[config.mk]
export PLATFORM = sky130hd
export DESIGN_NAME = led_activity_driver
export DESIGN_NICKNAME = d
export VERILOG_FILES = /design/src/rtl/led_activity_driver.sv
export SDC_FILE = /design/constraint.sdc
export NUM_CORES = 1
export LEC_CHECK = 0
export ABC_AREA = 1
export CORE_MARGIN = 5
export CORE_UTILIZATION = 45
export CTS_CLUSTER_DIAMETER = 40
export DETAILED_ROUTE_END_ITERATION = 16
export GPL_TIMING_DRIVEN = 0
export PLACE_DENSITY = 0.78
export SYNTH_ARGS = -nofsm -noshare
export SYNTH_HDL_FRONTEND = slang
export SYNTH_SLANG_ARGS = --single-unit
[constraint.sdc]
create_clock -name clk -period 1.25 [get_ports clk]
set_input_delay 0.25 -clock clk [delete_from_list [all_inputs] [get_ports clk]]
set_output_delay 0.25 -clock clk [all_outputs]
set_load 0.05 [all_outputs]
[src/rtl/led_activity_driver.sv]
// Activity LED driver: synchronizes an asynchronous activity net, stretches each
// accepted edge into a fixed lit period followed by an enforced dark gap, and PWM-dims the result.
module led_activity_driver #(
  parameter int unsigned SYNC_STAGES    = 2,
  parameter int unsigned STRETCH_CYCLES = 8,
  parameter int unsigned GAP_CYCLES     = 4,
  parameter int unsigned PWM_BITS       = 4
) (
  input  logic                clk,
  input  logic                rst,
  input  logic                event_in,
  input  logic                force_on,
  input  logic [PWM_BITS-1:0] brightness,
  output logic                led_a,
  output logic                busy
);

  localparam int unsigned CNT_MAX = (STRETCH_CYCLES > GAP_CYCLES) ? STRETCH_CYCLES : GAP_CYCLES;
  localparam int unsigned CW      = (CNT_MAX > 1) ? $clog2(CNT_MAX) : 1;
  localparam logic [CW-1:0] STRETCH_LOAD = CW'(STRETCH_CYCLES - 1);
  localparam logic [CW-1:0] GAP_LOAD     = CW'(GAP_CYCLES - 1);

  typedef enum logic [1:0] {
    IDLE,
    LIT,
    GAP
  } state_t;

  logic [SYNC_STAGES-1:0] sync_q;
  logic                   hist_q;
  logic                   evt_edge;

  state_t                 state_q, state_d;
  logic [CW-1:0]          cnt_q, cnt_d;
  logic                   pending_q, pending_d;
  logic [PWM_BITS-1:0]    pwm_cnt_q;
  logic                   pwm_on;
  logic                   led_d, busy_d;

  assign evt_edge = sync_q[SYNC_STAGES-1] & ~hist_q;
  assign pwm_on   = (&brightness) | (pwm_cnt_q < brightness);

  always_comb begin
    state_d   = state_q;
    cnt_d     = cnt_q;
    pending_d = pending_q;
    unique case (state_q)
      IDLE: begin
        if (evt_edge) begin
          state_d = LIT;
          cnt_d   = STRETCH_LOAD;
        end
      end
      LIT: begin
        if (evt_edge) pending_d = 1'b1;
        if (cnt_q == '0) begin
          state_d = GAP;
          cnt_d   = GAP_LOAD;
        end else begin
          cnt_d = cnt_q - CW'(1);
        end
      end
      GAP: begin
        // An edge arriving on the final gap clock is consumed directly, so pending ends clear.
        if (cnt_q == '0) begin
          pending_d = 1'b0;
          if (pending_q || evt_edge) begin
            state_d = LIT;
            cnt_d   = STRETCH_LOAD;
          end else begin
            state_d = IDLE;
          end
        end else begin
          cnt_d = cnt_q - CW'(1);
          if (evt_edge) pending_d = 1'b1;
        end
      end
      default: begin
        state_d   = IDLE;
        cnt_d     = '0;
        pending_d = 1'b0;
      end
    endcase
    led_d  = ((state_d == LIT) | force_on) & pwm_on;
    busy_d = (state_d != IDLE);
  end

  always_ff @(posedge clk or posedge rst) begin
    if (rst) begin
      sync_q    <= '0;
      hist_q    <= 1'b0;
      state_q   <= IDLE;
      cnt_q     <= '0;
      pending_q <= 1'b0;
      pwm_cnt_q <= '0;
      led_a     <= 1'b0;
      busy      <= 1'b0;
    end else begin
      sync_q    <= {sync_q[SYNC_STAGES-2:0], event_in};
      hist_q    <= sync_q[SYNC_STAGES-1];
      state_q   <= state_d;
      cnt_q     <= cnt_d;
      pending_q <= pending_d;
      pwm_cnt_q <= pwm_cnt_q + PWM_BITS'(1);
      led_a     <= led_d;
      busy      <= busy_d;
    end
  end

endmodule

# After elaboration in Yosys (flattened, before gate mapping)
# Cells that the tools add are included.
# op_classes
n_addsub	2
n_lt_le_gt_ge	1
eq_ne	5
muxes	13
n_bitwise	5
n_reduce_logical	6
# op_table
operator	n
$mux W3	4
$pmux W3 S3	1
$mux W2	3
$pmux W2 S3	1
$add A4 B1 Y4 const B	1
$eq A2 B1 Y1 const B	2
$lt A4 B4 Y1	1
$reduce_and A4 Y1	1
$logic_not A3 Y1	1
$mux W1	3
$ne A3 B3 Y1 const B	1
$pmux W1 S3	1
$sub A3 B1 Y3 const B	1
$and A1 B1 Y1	2
$eq A2 B2 Y1 const B	1
$logic_not A2 Y1	1
$ne A2 B2 Y1 const B	1
$or A1 B1 Y1	2
$reduce_and A2 Y1	1
$reduce_bool A2 Y1	1
$logic_or A1 B1 Y1	1
$not A1 Y1	1
# totals
ff_bits	15
in_bits	8
output_inout_bits	2
wordCells	40

# Logic depth before layout (Yosys ltp)
# logic_depth
depth_word	9
ltp_mapped	10
mapped_depth_nobuf	10

# Worst setup path after synthesis
# OpenSTA, ideal clock, no wires.
# synth_path
kind	flip-flop to flip-flop
from	register state_q[1]
to	register led_a
setup_ps	122
t_arrival_ps	1268
t_required_ps	1128
setup_slack_ps	-140
stages_incl_launch_ff	10
path_buffers	0
synth_period_minus_slack_ps	1390
path_cell_list	dfrtp_1 inv_1 ha_1 or2_1 nand2_1 inv_1 nand3_1 nand2_1 nand3_1 a21oi_2
# synth_between
elab_chain_cells	5
elab_cells_between_ends	10
cone_classes	eq/ne: 3; mux: 4; bitwise: 2; reduce/logical: 1
# synth_lines
item	line_no	text
start, declared	33	state_t state_q, state_d;
start signal, assigned	101	state_q <= state_d;
$eq A2 B2 Y1, or another cell as far along	47	unique case (state_q)
$pmux W2 S3 (*)	47	
$eq A2 B1 Y1 (*)	84	led_d = ((state_d == LIT) | force_on) & pwm_on;
$or A1 B1 Y1 (*)	84	
$and A1 B1 Y1 (*)	84	
via led_d	38	logic led_d, busy_d;
end signal, assigned	105	led_a <= led_d;
end, declared	14	output logic led_a,
# The timed path passes the listed nets; every way through them passes the cells marked *.
# A chain may end at the register's enable or synchronous reset.

# Worst setup path after layout
# layout_path
from	register state_q[0]
to	register led_a
# Same word-level chain as after synthesis.

==> flow_metrics.env <==
export IMPL_outcome="finished with violations"
export IMPL_violations="negative setup slack"
export IMPL_fillers=145
export IMPL_die_h_um=53.6
export IMPL_tns_ns=-0.886
export IMPL_yosys_most_used_dff="dfrtp_1"
export IMPL_start_kind="register"
export IMPL_antenna_found_initial=0
export IMPL_ant_nets=0
export IMPL_synthArstFlopShare=1.00
export IMPL_synth_common_cells="inv_1, dfrtp_1, ha_1"
export IMPL_core_area_um2=1760
export IMPL_path_max_fanout=4
export IMPL_yosys_register_bits=15
export IMPL_dp_cells=129
export IMPL_synth_area_leaders="dfrtp_1, ha_1, inv_1"
export IMPL_cts_made_buffers=3
export IMPL_use_met2=0.271
export IMPL_grtUsageMet3=0.0194
export IMPL_drt_vias_per_instance=4.86
export IMPL_stdcell_count=140
export IMPL_ys_warn_count=0
export IMPL_pin_count=10
export IMPL_required_ns=1.44
export IMPL_h_tree_depth=1
export IMPL_yosys_area_top_type="dfrtp_1"
export IMPL_multi_input_area_um2=470
export IMPL_drt_wirelength_per_cell_um=12.0
export IMPL_grt_pass1_wl_um=3130
export IMPL_portBuffers=9
export IMPL_postRouteWirelength_um=1680
export IMPL_grt_max_degree=16
export IMPL_synth_edff_count=0
export IMPL_drc=0
export IMPL_num_rows=15
export IMPL_syn_avg_cell_area_um2=9.00
export IMPL_die_x_um=53.6
export IMPL_start_util=0.484
export IMPL_gp_congestion=0.850
export IMPL_root_buffer="clkbuf_4"
export IMPL_seq_area_frac_synth=0.439
export IMPL_clock_sinks=15
export IMPL_die_area_um2=2870
export IMPL_fin_util=0.643
export IMPL_peakVddDrop_v=0.00148
export IMPL_insertion_delay_ns=0.30
export IMPL_cellLeakagePower_nw=0.581
export IMPL_cts_tree="built"
export IMPL_grt_usage=0.150
export IMPL_max_cap_viol_count=0
export IMPL_yosysMostFrequentCell="inv_1"
export IMPL_fin_crit_sh=1.12
export IMPL_final_cell_area_um2=1130
export IMPL_top_usage_layer="met2"
export IMPL_netlist_instances=95
export IMPL_postCtsHoldBufs=0
export IMPL_critPathKind="reg2reg"
export IMPL_final_nets=134
export IMPL_clock_skew_ns=0.00624
export IMPL_ys_types=21
export IMPL_layout_drive_gt1_share=0.383
export IMPL_power_mw=2.45
export IMPL_synth_nets=113
export IMPL_overflow=0
export IMPL_arrival_ns=1.59
export IMPL_p_per_area_nw_per_um2=2160
export IMPL_path_clk_slew_ns=0.10
export IMPL_area_growth_pct=32.7
export IMPL_relSlewSlack=0.610
export IMPL_dp_hpwl_um=1140
export IMPL_worstSetupStartpoint="state_q[0]$_DFF_PP0_"
export IMPL_setup_violations_final=7
export IMPL_finalWorstSetupSlack_ns=-0.148
export IMPL_fmax_ghz=0.715
export IMPL_cp_end_kind="register"
export IMPL_place_area_um2=993
export IMPL_grt_use_met1=0.174
export IMPL_hold_viol_final=0
export IMPL_worstMarginPinSlew_ns=0.585
export IMPL_grt_pass1_vias=765
export IMPL_holdCritPathClass="in2async"
export IMPL_slew_violations=0
export IMPL_cts_buffer_depth=2
export IMPL_rsz0062_at_grt="true"
export IMPL_first_pass_iters=4
export IMPL_timing_rr_start="state_q[0]$_DFF_PP0_"
export IMPL_synth_top_area_share=0.439
export IMPL_seqCellArea_um2=377
export IMPL_syn_cell_area_um2=855
export IMPL_min_period_ns=1.40
export IMPL_vias=680
export IMPL_diodes=0
export IMPL_drt_first_iter_violations=2
## state kept, by name, indices dropped and copies added, names as in the netlist
| signal | cells |
|---|---|
| state_q | 2 |
| cnt_q | 3 |
| hist_q | 1 |
| pwm_cnt_q | 4 |
| pending_q | 1 |
| sync_q | 2 |
| led_a | 1 |
| busy | 1 |
## per-stage QoR
step	setup slack (ns)	hold slack (ns)
floorplan	-0.0791	0.151
detailed placement	-0.308	0.340
finish	-0.148	0.294
global placement	-0.281	0.337
global route	-0.227	0.346
CTS	-0.151	0.324
## cells in the final DEF (no fill, tap or decap), types with 4 or more instances in the layout
master | synthesis | layout
buf_4 | 0 | 7
nand2_1 | 9 | 6
nand2_2 | 5 | 8
nand3_1 | 8 | 4
ha_1 | 10 | 6
clkdlybuf4s50_1 | 0 | 7
a21oi_1 | 5 | 5
dfrtp_1 | 15 | 14
inv_1 | 22 | 17
inv_2 | 1 | 5
nand3_2 | 1 | 5
## layer usage
layer,vias to the layer above,routed length [µm]
li1,336,-
met1,328,766
met2,13,817
met3,3,62
met4,0,32
met5,-,0
## timing repair
item	4_1_cts	5_1_grt
gates resized for setup	19	10
cloned	0	0
endpoints found under the hold margin	0	0
setup buffers	5	2
setup endpoints to repair	9	9
pin swaps	7	1
## cells by family (layout without fill, tap and decap cells)
| family | Yosys count | count (layout) | synth area share |
|---|---|---|---|
| simple gates | 29 | 29 | 0.179 |
| xor+xnor | 3 | 3 | 0.0308 |
| compound gates | 14 | 14 | 0.0996 |
| buf+inv | 24 | 44 | 0.105 |
| flops | 15 | 15 | 0.439 |
| fa+ha+maj | 10 | 10 | 0.146 |
## report_power, final
part | internal [mW] | switching [mW] | leakage, nW | total, mW
Sequential | 0.613 | 0.0907 | 0.183 | 0.704
Clock | 0.122 | 0.187 | 0.0139 | 0.309
Combinational | 0.600 | 0.838 | 0.384 | 1.44
## critical path, stage by stage (launching register included)
cell,delay (ns)
dfrtp_1,0.43
inv_2,0.09
ha_4,0.17
or2_4,0.25
nand2_2,0.07
inv_2,0.04
nand3_2,0.05
nand2_2,0.07
nand3_2,0.07
a21oi_2,0.05
## final timing paths
check	to	slack, ns	depth (start not counted)
max in group asynchronous	state_q[1]$_DFF_PP0_	0.53	2
setup / recovery	led_a$_DFF_PP0_	-0.15	9
min in group clk	sync_q[1]$_DFF_PP0_	0.36	0
setup reg to reg	led_a$_DFF_PP0_	-0.15	9
hold / removal	hist_q$_DFF_PP0_	0.29	2
hold reg to reg	sync_q[1]$_DFF_PP0_	0.36	0
## layout make-up
class / count / share of cell area
Multi-Input combinational cell: 56 / 0.415
Sequential cell: 15 / 0.332
Timing Repair Buffer: 16 / 0.117
Inverter: 24 / 0.0817
Tap cell: 25 / 0.0276
Clock buffer: 3 / 0.0199
Clock inverter: 1 / 0.00662
Note: power is estimated with default switching activity, not from simulation.
